--- config.mk ---
export PLATFORM = sky130hd
export DESIGN_NAME = xbus_sram_ctl
export DESIGN_NICKNAME = d
export VERILOG_FILES = /design/src/rtl/xbus_sram_ctl.sv
export SDC_FILE = /design/constraint.sdc
export NUM_CORES = 1
export LEC_CHECK = 0
export BUFFER_PORTS_ARGS = -buffer_cell sky130_fd_sc_hd__buf_2
export CORE_ASPECT_RATIO = 0.5
export CORE_MARGIN = 10
export CORE_UTILIZATION = 29
export DETAILED_ROUTE_END_ITERATION = 16
export PLACE_DENSITY = 0.52
export SYNTH_ARGS = -nofsm -noshare
export SYNTH_HDL_FRONTEND = slang
export SYNTH_SLANG_ARGS = --single-unit
--- constraint.sdc ---
create_clock -name clk -period 5.4 [get_ports clk]
set_input_delay 1.08 -clock clk [delete_from_list [all_inputs] [get_ports clk]]
set_output_delay 1.08 -clock clk [all_outputs]
set_load 0.05 [all_outputs]
--- src/rtl/xbus_sram_ctl.sv ---
// xbus_sram_ctl: bridges a 32-bit xbus word request onto a 16-bit async SRAM.
// Each word is two halfword accesses (LO then HI) of WAIT+1 cycles each.
// All SRAM pins and handshake pulses come straight from flops.
module xbus_sram_ctl #(
    parameter int WAIT = 2
) (
    input  logic        clk,
    input  logic        reset,
    input  logic [21:0] sdram_addr,
    input  logic [31:0] sdram_data_out,
    input  logic        sdram_req,
    input  logic        sdram_write,
    output logic [31:0] sdram_data_in,
    output logic        sdram_ready,
    output logic        sdram_done,
    output logic [22:0] sram_a,
    input  logic [15:0] sram_d_in,
    output logic [15:0] sram_d_out,
    output logic        sram_d_oe,
    output logic        sram_ce_n,
    output logic        sram_oe_n,
    output logic        sram_we_n
);

    typedef enum logic [2:0] {IDLE, RD_LO, RD_HI, WR_LO, WR_HI, ACK, HOLD} state_t;

    localparam logic [3:0] WLAST = 4'(WAIT);

    state_t      state, state_nx;
    logic [3:0]  cnt, cnt_nx;
    logic [21:0] addr_r, addr_nx;
    logic [31:0] data_r, data_nx;
    logic        is_wr, is_wr_nx;
    logic [31:0] rdata_nx;
    logic [22:0] sram_a_nx;
    logic [15:0] sram_d_out_nx;
    logic        ready_nx, done_nx, d_oe_nx, ce_n_nx, oe_n_nx, we_n_nx;
    logic        last, nx_rd, nx_wr;

    // State, latched transaction and every output pin are registered together
    always_ff @(posedge clk or posedge reset) begin
        if (reset) begin
            state         <= IDLE;
            cnt           <= '0;
            addr_r        <= '0;
            data_r        <= '0;
            is_wr         <= 1'b0;
            sdram_data_in <= '0;
            sdram_ready   <= 1'b0;
            sdram_done    <= 1'b0;
            sram_a        <= '0;
            sram_d_out    <= '0;
            sram_d_oe     <= 1'b0;
            sram_ce_n     <= 1'b1;
            sram_oe_n     <= 1'b1;
            sram_we_n     <= 1'b1;
        end else begin
            state         <= state_nx;
            cnt           <= cnt_nx;
            addr_r        <= addr_nx;
            data_r        <= data_nx;
            is_wr         <= is_wr_nx;
            sdram_data_in <= rdata_nx;
            sdram_ready   <= ready_nx;
            sdram_done    <= done_nx;
            sram_a        <= sram_a_nx;
            sram_d_out    <= sram_d_out_nx;
            sram_d_oe     <= d_oe_nx;
            sram_ce_n     <= ce_n_nx;
            sram_oe_n     <= oe_n_nx;
            sram_we_n     <= we_n_nx;
        end
    end

    // Next state plus next values of the registered pins, derived from state_nx
    always_comb begin
        state_nx      = state;
        cnt_nx        = '0;
        addr_nx       = addr_r;
        data_nx       = data_r;
        is_wr_nx      = is_wr;
        rdata_nx      = sdram_data_in;
        sram_a_nx     = sram_a;
        sram_d_out_nx = sram_d_out;
        last          = (cnt == WLAST);

        case (state)
            IDLE: begin
                // Write wins when both requests are up
                if (sdram_write) begin
                    addr_nx  = sdram_addr;
                    data_nx  = sdram_data_out;
                    is_wr_nx = 1'b1;
                    state_nx = WR_LO;
                end else if (sdram_req) begin
                    addr_nx  = sdram_addr;
                    is_wr_nx = 1'b0;
                    state_nx = RD_LO;
                end
            end
            RD_LO: begin
                if (last) begin
                    rdata_nx[15:0] = sram_d_in;
                    state_nx       = RD_HI;
                end else cnt_nx = cnt + 4'd1;
            end
            RD_HI: begin
                if (last) begin
                    rdata_nx[31:16] = sram_d_in;
                    state_nx        = ACK;
                end else cnt_nx = cnt + 4'd1;
            end
            WR_LO: begin
                if (last) state_nx = WR_HI;
                else      cnt_nx   = cnt + 4'd1;
            end
            WR_HI: begin
                if (last) state_nx = ACK;
                else      cnt_nx   = cnt + 4'd1;
            end
            ACK:  state_nx = HOLD;
            // Wait for both levels to drop so a held request cannot retrigger
            HOLD: if (!sdram_req && !sdram_write) state_nx = IDLE;
            default: state_nx = IDLE;
        endcase

        nx_rd   = (state_nx == RD_LO) || (state_nx == RD_HI);
        nx_wr   = (state_nx == WR_LO) || (state_nx == WR_HI);
        ce_n_nx = !(nx_rd || nx_wr);
        oe_n_nx = !nx_rd;
        d_oe_nx = nx_wr;
        // First cycle of each write half keeps we_n high for address setup
        we_n_nx = !(nx_wr && (cnt_nx != 4'd0));

        if (nx_rd || nx_wr)
            sram_a_nx = {addr_nx, (state_nx == RD_HI) || (state_nx == WR_HI)};
        if (state_nx == WR_LO) sram_d_out_nx = data_nx[15:0];
        if (state_nx == WR_HI) sram_d_out_nx = data_nx[31:16];

        ready_nx = (state_nx == ACK) && !is_wr_nx;
        done_nx  = (state_nx == ACK) &&  is_wr_nx;
    end

endmodule
== Yosys cells after proc, flatten, opt, wreduce, memory -nomap -nowiden ==
Index checks and enable logic that the tools add are counted.

* Flip-flop bits (word level): 139
* Input port bits: 74
* Output and inout port bits: 77
* Logic and storage cells: 68

* Add/sub/neg operators: 1
* Equality and inequality tests: 12
* Muxes and demuxes: 19
* Reduce and logical (&&, ||, !) cells: 21

{| class="wikitable"
|+ Operators with widths
! kind !! number
|-
| 22-bit two-way mux || 3
|-
| 32-bit two-way mux || 2
|-
| 16-bit two-way mux || 2
|-
| 3-bit two-way mux || 6
|-
| 3-bit one-hot mux with 6 select lines || 1
|-
| 3-bit == test, second input constant || 5
|-
| 3-bit by 2-bit == test with 1-bit output, second input constant || 4
|-
| 4-bit two-way mux || 2
|-
| 3-bit by 1-bit == test with 1-bit output, second input constant || 2
|-
| 1-bit zero test || 6
|-
| 4-bit by 1-bit adder with 4-bit output, second input constant || 1
|-
| 4-bit by 2-bit == test with 1-bit output, second input constant || 1
|-
| 1-bit logical AND || 4
|-
| 1-bit logical OR || 4
|-
| 2-bit AND reduction || 2
|-
| 4-bit nonzero test || 1
|-
| 4-bit OR reduction || 1
|-
| 3-bit zero test || 1
|-
| 1-bit two-way mux || 3
|-
| 2-bit nonzero test || 1
|-
| 2-bit OR reduction || 1
|}

== Logic depth before layout (Yosys ltp) ==
* Depth after elaboration: 8
* Mapped depth: 8
* Gate-level depth less buffers: 6

== Least setup slack after synthesis ==
Ideal clock, no wire load.

* Path type: input-to-reg
* Start point: input port sdram_req
* End point: register sram_a[10]
* Arrival time: 2.292 ns
* Required time: 5.272 ns
* Slack: 2.981 ns
* Cell stages on the path: 6
* Path buffers: 2
* Cells stage by stage: nor2_1 nor3_1 or3_1 buf_2 buf_2 mux2_1

* Cells in the longest elaborated chain, start to end: 7
* Elaborated cells on any way between the ends: 16
* Those cells by class: eq/ne: 4; mux: 7; reduce/logical: 5

{| class="wikitable"
|+ Ends and longest elaborated chain
! element !! RTL line !! source
|-
| start: declaration || 11 || <nowiki>input logic sdram_req,</nowiki>
|-
| 1-bit zero test || 123 || <nowiki>HOLD: if (!sdram_req && !sdram_write) state_nx = IDLE;</nowiki>
|-
| 1-bit logical AND || 123 ||
|-
| 3-bit two-way mux || 123 ||
|-
| 3-bit one-hot mux with 6 select lines || 87 || <nowiki>case (state)</nowiki>
|-
| 3-bit by 1-bit == test with 1-bit output, or another cell as far along || 127 || <nowiki>nx_rd = (state_nx == RD_LO) || (state_nx == RD_HI);</nowiki>
|-
| 1-bit logical OR (on tied branches) || 127, 128 ||
|-
| 1-bit logical OR || 135 || <nowiki>if (nx_rd || nx_wr)</nowiki>
|-
| end signal: assignment || 66 || <nowiki>sram_a <= sram_a_nx;</nowiki>
|-
| end: declaration || 16 || <nowiki>output logic [22:0] sram_a,</nowiki>
|}

Parallel ways exist; a longest one is shown, timed or not.
A chain may end at the register's enable or synchronous reset.

== Worst setup path in the final report ==
* Start point: register state[2]
* End point: register sram_d_out[6]

* Cells in the longest elaborated chain, start to end: 5
* Elaborated cells on any way between the ends: 21
* Those cells by class: eq/ne: 8; mux: 10; reduce/logical: 3

{| class="wikitable"
|+ Ends and longest elaborated chain
! element !! RTL line !! source
|-
| start: declaration || 29 || <nowiki>state_t state, state_nx;</nowiki>
|-
| start signal: assignment || 58 || <nowiki>state <= state_nx;</nowiki>
|-
| 3-bit == test, or another cell as far along || 87 ||
|-
| 2-bit OR reduction (no line) / 3-bit two-way mux (equally long branches) || -- ||
|-
| 3-bit one-hot mux with 6 select lines || 87 ||
|-
| 3-bit == test / 3-bit by 2-bit == test with 1-bit output (equally long branches) || 138, 137 ||
|-
| 16-bit two-way mux / 2-bit nonzero test (equally long branches) || -- ||
|-
| end signal: assignment || 67 || <nowiki>sram_d_out <= sram_d_out_nx;</nowiki>
|-
| end: declaration || 18 || <nowiki>output logic [15:0] sram_d_out,</nowiki>
|}

Parallel ways exist; a longest one is shown, timed or not. The select of a mux whose other input is x is not followed.

==> results.toml <==
[outcome]
status = "finished, final reports clean"

[floorplan]
initial_core_util = 0.300
die_h_um = 118
die_w_um = 216
num_io_pins = 151
rows = 35
design.core.area_mm2 = 0.0187
dieArea_mm2 = 0.0256

[timing]
setup_viol = 0
tightest_slew_ns = 0.988
rsz0062_at_grt = "no"
hold_slack_ns = 0.472
finalHoldViolCount = 0
finalCritPeriodShare = 0.526
relSlewSlack = 0.341
maxSlewViolCount = 0
fin_worst_skew_ns = 0.0123
period_minus_slack_ns = 2.84
fmax_ghz = 0.352
finalSetupTns_ns = 0

[grt]
antenna_found_initial = 0
gr-total-overflow = 0
grt_max_degree = 106
grt_use_total = 0.109
grt_pass1_wl_mm = 22.4
grt_pass1_vias = 3971

[drt]
drc_errors = 0
finalWirelength_mm = 13.8
drt-pass1-iter-count = 4
vias_per_cell = 4.36
ant_nets = 0
via_count = 3650
drt_iter0_markers = 173
wl_per_cell_um = 16.5

[setup_path]
end_kind = "flip-flop"
worst-path-max-fanout = 22
cp-start-kind = "flip-flop"
worstPathBufferInverterCount = 0
critPathSlowestCell = "dfrtp_1"
ff2ff_path_depth = 3
max_stage_delay_ns = 0.83
critPathRequiredTime_ns = 5.69
rrSetupSlack_ns = 2.56
critPathArrivalTime_ns = 3.13
reg2reg_from = "state[2]"
cp_top_family = "simple AND/OR/NAND/NOR gates"
crit_chain = "or4b_1 > nand3_1 > o21a_1"
critical_path_class = "flip-flop to flip-flop"
r2r_end = "sram_d_out[6]"

[logic_synthesis]
synth_nets = 490
syn_avg_cell_area_um2 = 13.5
yosysMostFrequentCell = "dfrtp_1"
syn_inst = 414
ys.flop_type = "dfrtp_1"
seq_area_frac_synth = 0.623
synthTopCellsByArea = "dfrtp_1 61%, mux2_1 7.7%, mux2_2 5.6%, nand2_1 3.5%, mux2i_1 2.9%"
yosys-top-cells-count = "136 x dfrtp_1, 52 x nand2_1, 38 x mux2_1, 28 x mux2_2, 21 x inv_1"
synth_top_cell_by_area = "dfrtp_1"
synth_edf_count = 0
synth_warnings = 0
async_reset_ff_frac = 1.00
synth_area_mm2 = 0.00559
ys_types = 43
synth_top_cell_area_share = 0.609
ys_ff_latch = 139

[clock_network]
cts_tree = "built"
htreeDepth = 4
ctsLongestPathBuffers = 2
post_cts_buffers = 0
cts_root_buffer = "clkbuf_16"
clock_latency_ns = 0.41
holdBufCountCts = 0
cts_made_buffers = 17
ctsResizeCount = 0
clock-sinks = 139
clk_pin_slew_ns = 0.06

[placement]
routabilityCongestion = 0.683
place_inst = 805
dp_hpwl_mm = 9.64
portBuffers = 150

[finish]
num-fill-cells = 1874
postLayoutCoreUtil = 0.387
diodes = 0
area_delta_synth_final_pct = 29.3
nets = 641
stdcell_count = 837
layout-drive-gt1-share = 0.401

[worst_hold_path]
holdCritPathClass = "flip-flop to flip-flop"
hold_depth = 2
holdCritStartpoint = "data_r[10]"
worstHoldEndpoint = "data_r[10]"

[flow_run]
drv_cap = 0
==> tightest hold or removal path, delay by kind of cell (launching register included) <==
family / cells / cell delay [ns]
AND/OR/NAND/NOR: 2 / 0.12
flip-flops: 1 / 0.32
==> cells in the final DEF (no fill, tap or decap), drive strengths merged, types with 2 or more instances in the layout <==
cell and instances:
clkinvlp 3, inv 22, o21a 16, dfstp 3, nor2 7, a21oi 2, mux2 76, or3 5
nand2 52, buf 154, nand3 5, ha 2, clkinv 2, nand3b 2, a21o 3, a32oi 16
bufinv 4, or3b 3, dfrtp 136, o21ai 4, clkbuf 22, mux2i 16, xnor2 3, o22ai 2
nor2b 4
==> cell families after synthesis <==
kind of cell | Yosys count | synth area share
DFF | 139 | 0.623
muxes | 92 | 0.188
and+or+nand+nor | 87 | 0.0783
AOI/OAI and AO/OA | 47 | 0.0647
buffers and inverters | 43 | 0.0349
xor gates and xnor gates | 4 | 0.00627
adders and majority gates | 2 | 0.00448
==> routing by layer <==
layer  wire length, um  vias to the layer above  GRT usage
met5                 0                        -          0
met4               135                        0     0.0360
met3               639                       12     0.0374
met2              6970                       67      0.182
met1              6100                     1818      0.130
li1                  -                     1753          -
==> layout make-up <==
| cell class | count | area, um2 | area share |
|---|---|---|---|
| Multi-Input combinational cell | 232 | 1930 | 0.267 |
| Clock buffer | 22 | 464 | 0.0642 |
| Timing Repair Buffer | 154 | 781 | 0.108 |
| Inverter | 21 | 83.8 | 0.0116 |
| Tap cell | 259 | 324 | 0.0448 |
| Clock inverter | 10 | 165 | 0.0228 |
| Sequential cell | 139 | 3480 | 0.482 |
==> worst max path at each step <==
stage	slack [ns]	cells after the start	endpoint	start
floorplan	0.60	1	addr_r[0]	reset
global placement	2.19	4	sram_d_out[0]	sdram_write
detailed placement	2.18	4	sram_d_out[6]	sdram_write
CTS	2.49	3	sram_d_out[6]	state[2]
global route	2.34	3	sram_d_out[14]	state[2]
finish	2.56	3	sram_d_out[6]	state[2]
==> registers in the layout, summed over array words and instances, names as in the netlist <==
signal	cells
sram_oe_n	1
state	3
sram_d_oe	1
cnt	4
sram_d_out	16
sram_we_n	1
sdram_ready	1
sdram_data_in	32
sram_ce_n	1
is_wr	1
data_r	32
sram_a	23
sdram_done	1
addr_r	22
==> stage by stage <==
step,area [um2],worst slack [ns]
finish,7230,2.56
global route,7230,2.34
global placement,6600,2.19
detailed placement,6600,2.18
CTS,7230,2.49
floorplan,5590,0.600
Power is not shown: default switching activity piles up to over one toggle a cycle in this logic, so the estimate is an artifact.
